**src/rtl/pipeline_hazard_controller_pkg.sv**
```systemverilog
// Shared pipeline definitions for the 5-stage RISC core.
// Holds the default register address width, the stage index of each
// scoreboard slot, the default-width scoreboard entry and the issue FSM states.
package cpu_pkg;
  localparam int REG_ADDR_W = 5;

  // Scoreboard slot index for each downstream stage.
  localparam int EX  = 0;
  localparam int MEM = 1;
  localparam int WB  = 2;

  typedef struct packed {
    logic                  valid;
    logic [REG_ADDR_W-1:0] rd;
  } sb_entry_t;

  typedef enum logic {
    RUN   = 1'b0,
    FLUSH = 1'b1
  } state_t;
endpackage

```
**src/rtl/pipeline_hazard_controller_scoreboard.sv**
```systemverilog
// hazard_scoreboard: shift register of destination registers in flight in
// EX/MEM/WB plus the source-operand match comparators.
// Ports: clock/reset (sync, active high); issue/reg_we/rd record the issuing
// instruction; id_valid/rs1/rs2/uses_rs1/uses_rs2 describe the ID reader;
// hazard is the combinational read-after-write hazard flag.
module hazard_scoreboard #(
  parameter int REG_ADDR_W = cpu_pkg::REG_ADDR_W,
  parameter int DEPTH      = 3,
  parameter bit R0_IS_ZERO = 1'b1
) (
  input  logic                  clock,
  input  logic                  reset,
  input  logic                  issue,
  input  logic                  reg_we,
  input  logic [REG_ADDR_W-1:0] rd,
  input  logic                  id_valid,
  input  logic [REG_ADDR_W-1:0] rs1,
  input  logic [REG_ADDR_W-1:0] rs2,
  input  logic                  uses_rs1,
  input  logic                  uses_rs2,
  output logic                  hazard
);
  import cpu_pkg::*;

  // Entry sized by this instance's address width.
  typedef struct packed {
    logic                  valid;
    logic [REG_ADDR_W-1:0] rd;
  } entry_t;

  entry_t [DEPTH-1:0] slot;
  logic               record;
  logic               m1, m2;

  // Writes to r0 are discarded by the register file, so they never block.
  assign record = issue & reg_we & ~(R0_IS_ZERO & (rd == '0));

  always_ff @(posedge clock) begin
    if (reset) begin
      slot <= '0;
    end else begin
      slot[EX] <= record ? entry_t'{valid: 1'b1, rd: rd} : '0;
      for (int i = 1; i < DEPTH; i++) slot[i] <= slot[i-1];
    end
  end

  always_comb begin
    m1 = 1'b0;
    m2 = 1'b0;
    for (int i = 0; i < DEPTH; i++) begin
      if (slot[i].valid && slot[i].rd == rs1) m1 = 1'b1;
      if (slot[i].valid && slot[i].rd == rs2) m2 = 1'b1;
    end
  end

  assign hazard = id_valid & ((uses_rs1 & m1) | (uses_rs2 & m2));
endmodule

```
**src/rtl/pipeline_hazard_controller.sv**
```systemverilog
// pipeline_hazard_controller: issue/hazard sequencer for the 5-stage pipeline.
// Stalls PC/IR on RAW hazards, bubbles the EX stage register, squashes the
// wrong-path fetch after a taken branch/jump and counts stall/flush cycles.
// Ports: clock, reset (sync, active high); id_* describe the instruction in IR;
// stall/bubble/flush/issue steer PC, IR and the EX write-enables;
// stall_count/flush_count are saturating event counters.
module pipeline_hazard_controller #(
  parameter int REG_ADDR_W   = cpu_pkg::REG_ADDR_W,
  parameter int DEPTH        = 3,
  parameter int FLUSH_CYCLES = 1,
  parameter bit R0_IS_ZERO   = 1'b1,
  parameter int CNT_W        = 16
) (
  input  logic                  clock,
  input  logic                  reset,
  input  logic                  id_valid,
  input  logic [REG_ADDR_W-1:0] id_rs1,
  input  logic [REG_ADDR_W-1:0] id_rs2,
  input  logic                  id_uses_rs1,
  input  logic                  id_uses_rs2,
  input  logic [REG_ADDR_W-1:0] id_rd,
  input  logic                  id_reg_we,
  input  logic                  id_branch_taken,
  output logic                  stall,
  output logic                  bubble,
  output logic                  flush,
  output logic                  issue,
  output logic [CNT_W-1:0]      stall_count,
  output logic [CNT_W-1:0]      flush_count
);
  import cpu_pkg::*;

  state_t     state, state_n;
  logic [1:0] fcnt, fcnt_n;
  logic       hazard;

  hazard_scoreboard #(
    .REG_ADDR_W (REG_ADDR_W),
    .DEPTH      (DEPTH),
    .R0_IS_ZERO (R0_IS_ZERO)
  ) u_sb (
    .clock    (clock),
    .reset    (reset),
    .issue    (issue),
    .reg_we   (id_reg_we),
    .rd       (id_rd),
    .id_valid (id_valid),
    .rs1      (id_rs1),
    .rs2      (id_rs2),
    .uses_rs1 (id_uses_rs1),
    .uses_rs2 (id_uses_rs2),
    .hazard   (hazard)
  );

  always_ff @(posedge clock) begin
    if (reset) begin
      state <= RUN;
      fcnt  <= '0;
    end else begin
      state <= state_n;
      fcnt  <= fcnt_n;
    end
  end

  // A branch held in a hazard stall only takes effect on the cycle it issues.
  always_comb begin
    state_n = state;
    fcnt_n  = fcnt;
    case (state)
      RUN: begin
        if (id_valid && !hazard && id_branch_taken) begin
          state_n = FLUSH;
          fcnt_n  = 2'(FLUSH_CYCLES);
        end
      end
      FLUSH: begin
        if (fcnt <= 2'd1) state_n = RUN;
        else              fcnt_n  = fcnt - 2'd1;
      end
      default: state_n = RUN;
    endcase
  end

  always_comb begin
    stall  = 1'b0;
    flush  = 1'b0;
    issue  = 1'b0;
    bubble = 1'b1;
    if (!reset) begin
      case (state)
        RUN: begin
          stall  = hazard;
          bubble = hazard | ~id_valid;
          issue  = id_valid & ~hazard;
        end
        FLUSH:   flush = 1'b1;
        default: ;
      endcase
    end
  end

  always_ff @(posedge clock) begin
    if (reset) begin
      stall_count <= '0;
      flush_count <= '0;
    end else begin
      if (stall && stall_count != '1) stall_count <= stall_count + 1'b1;
      if (flush && flush_count != '1) flush_count <= flush_count + 1'b1;
    end
  end
endmodule
```
**config.mk**
```make
export PLATFORM = sky130hd
export DESIGN_NAME = pipeline_hazard_controller
export DESIGN_NICKNAME = d
export VERILOG_FILES = /design/src/rtl/pipeline_hazard_controller_pkg.sv /design/src/rtl/pipeline_hazard_controller_scoreboard.sv /design/src/rtl/pipeline_hazard_controller.sv
export SDC_FILE = /design/constraint.sdc
export NUM_CORES = 1
export LEC_CHECK = 0
export CAP_MARGIN = 20
export CORE_ASPECT_RATIO = 0.5
export CORE_MARGIN = 3
export CORE_UTILIZATION = 45
export CTS_CLUSTER_SIZE = 30
export DETAILED_ROUTE_END_ITERATION = 10
export PLACE_DENSITY = 0.75
export SYNTH_ARGS = -nofsm -noshare
export SYNTH_HDL_FRONTEND = slang
export SYNTH_SLANG_ARGS = --single-unit
export TNS_END_PERCENT = 50
```
**constraint.sdc**
```tcl
create_clock -name clock -period 1.81 [get_ports clock]
set_clock_uncertainty 0.2 [all_clocks]
set_input_delay 0.362 -clock clock [delete_from_list [all_inputs] [get_ports clock]]
set_output_delay 0.362 -clock clock [all_outputs]
set_load 0.01 [all_outputs]
```
==> results.json <==
{
  "outcome": "complete, but fails checks",
  "violations": "setup timing",
  "grt-ovfl-total": 0,
  "cts.path.max_buffers": 2,
  "placed_cell_area_sq_mm": 0.003724,
  "fillers": 398,
  "cts-buffers-inserted": 5,
  "grt_pass1_wl_microns": 11670,
  "synth_fp_nets": 315,
  "slew_viol_final": 0,
  "cp-startpoint": "u_sb.slot[6]$_SDFF_PP0_",
  "drv_cap": 0,
  "clk_pin_slew_ns": 0.07,
  "cts_sinks": 53,
  "grt_max_degree": 48,
  "diodes": 0,
  "dieWidth_microns": 113.9,
  "port_buffers": 57,
  "avgSynthCellArea_sq_um": 9.026,
  "antenna_found_initial": 0,
  "io_pins": 58,
  "cts.root.buffer_cell": "clkbuf_16",
  "start_util_pct": 49.67,
  "synth-seq-cells": 53,
  "dieArea_sq_mm": 0.006824,
  "min-delay-path-class": "reg -> reg",
  "hold_depth": 1,
  "holdWs_ns": 0.2891,
  "gp_congestion": 0.7797,
  "placeableCoreArea_sq_mm": 0.005270,
  "worstSetupPathType": "reg -> reg",
  "dpl.hpwl_microns": 5115,
  "clock_latency_ns": 0.29,
  "worstPathRequired_ns": 1.84,
  "cts_tree": "built",
  "die_h_microns": 59.93,
  "first_pass_iters": 4,
  "hold_path_startpoint": "u_sb.slot[3]$_SDFF_PP0_",
  "arrival_ns": 2.33,
  "syn-cell-area_sq_mm": 0.002618,
  "synthCells": 290,
  "vias_per_cell": 5.300,
  "grt_pass1_vias": 2552,
  "synth-edff-count": 0,
  "setup_viol": 28,
  "seqCellArea_sq_mm": 0.001112,
  "hold_buffers": 0,
  "drt_iter0_drc": 98,
  "synth_cell_type_count": 48,
  "multi_input_area_sq_mm": 0.001745,
  "ir_drop_uv": 436.1,
  "slew-limit-headroom_pct": 65.91,
  "drc": 0,
  "htree_levels": 2,
  "layout-drive-gt1-share_pct": 40.00,
  "cp-start-kind": "register",
  "area_growth_pct": 60.04,
  "layout_common_cells": "buf_4, dlygate4sd2_1, xnor2_1, dfxtp_1, dfxtp_2",
  "fin_area_sq_mm": 0.004189,
  "r2r_start": "u_sb.slot[6]$_SDFF_PP0_",
  "fin_setup_tns_ns": -8.146,
  "yosys_warnings": 0,
  "r2r_cells": 9,
  "utilization_pct": 79.49,
  "wl_per_cell_microns": 14.68,
  "track_usage_pct": 21.62,
  "via_count": 2544,
  "finalWorstSetupSlack_ns": -0.4946,
  "worstMarginPinSlew_ns": 0.5113,
  "ant_nets": 0,
  "synth_seq_area_share_pct": 40.54,
  "rsz0062_at_grt": "yes",
  "nNetsFinal": 434,
  "drt-total-wl_microns": 7048,
  "p_per_area_mw_per_mm2": 589.4,
  "cp_max_fo": 3,
  "fin_crit_ns": 2.305,
  "final_common_cell": "buf_4",
  "fmax_mhz": 433.9,
  "synth-main-ff-cell": "dfxtp_1",
  "cp-end-kind": "register",
  "total_power_mw": 2.469,
  "final_hold_viol_count": 0,
  "async_reset_ff_share_pct": 0,
  "post-route-period-util_pct": 127.3,
  "leakagePower_nw": 1.714,
  "rows": 18
}
-- registers in the layout (all words and copies together), names as in the netlist --
name and flops:
fcnt 2, flush_count 16, stall_count 16, state 1, u_sb.slot 18
-- stage by stage --
step	instances	setup WS, ns
floorplan	290	-0.06051
global placement	462	-1.163
detailed placement	462	-1.187
CTS	479	-0.4424
global route	480	-0.5610
finish	480	-0.4946
-- routing by layer --
layer	global-route usage [%]	share of wire (%)	vias up
met5	0	0	-
met4	7.107	1.2	0
met3	4.247	4.4	7
met2	40.00	49	55
met1	25.77	45	1206
li1	-	-	1276
-- worst paths after layout --
| path | slack, ns | end |
|---|---|---|
| setup / recovery | -0.49 | stall_count[14]$_SDFFE_PP0P_ |
| hold / removal | 0.29 | u_sb.slot[9]$_SDFF_PP0_ |
| setup reg to reg | -0.49 | stall_count[14]$_SDFFE_PP0P_ |
| hold reg to reg | 0.29 | u_sb.slot[9]$_SDFF_PP0_ |
-- cells by family after synthesis --
kind of cell	synth area share, %
multiplexers	0.7648
flip-flops	40.54
XOR/XNOR	13.38
AND/OR/NAND/NOR	28.49
AO/OA/AOI/OAI	12.33
adder cells (fa/ha/maj)	1.434
buffers and inverters	3.059
-- worst max-delay path: stages, from the launching register on --
cell     delay [ns]
dfxtp_2        0.34
xnor2_1        0.19
nand4_1        0.18
o22ai_4        0.27
nor3_4         0.08
buf_6          0.12
buf_6          0.10
buf_6          0.10
or4_4          0.50
a21oi_2        0.14
-- what timing repair did --
| action | in CTS | in global routing |
|---|---|---|
| gates resized for setup | 118 | 37 |
| endpoints found under the setup margin | 75 | 44 |
| pin swaps | 35 | 24 |
| buffers inserted | 12 | 2 |
-- layout make-up --
class	count	area share, %
sequential	53	26.55
clock inverter	3	0.9857
clock buffer	5	2.987
tap	70	2.091
timing repair buffer	121	25.06
multi-input combinational	221	41.67
inverter	7	0.6571
-- Yosys cell counts, types with 4 or more instances --
cell	n	area [sq um]
and3_1	5	31.28
o21ai_0	6	30.03
nand3_1	19	95.09
or3_1	14	87.58
nand4_1	15	93.84
nor2b_1	14	87.58
nand2_1	9	33.78
dfxtp_1	53	1061
clkbuf_1	5	18.77
or4_1	4	30.03
and2_1	7	43.79
xnor2_1	37	324.1
o21ai_1	9	45.04
inv_1	6	22.52
nor2_1	19	71.32
a21oi_1	20	100.1
nand2b_1	4	25.02
-- report_power, final --
group          switching (mW)  total [mW]  leakage (nW)  internal [mW]
logic                  0.0942       0.210          1.19          0.116
registers              0.0132        1.18         0.444           1.17
clock network           0.427        1.08        0.0775          0.648
Power figures use the tool's default switching activity.
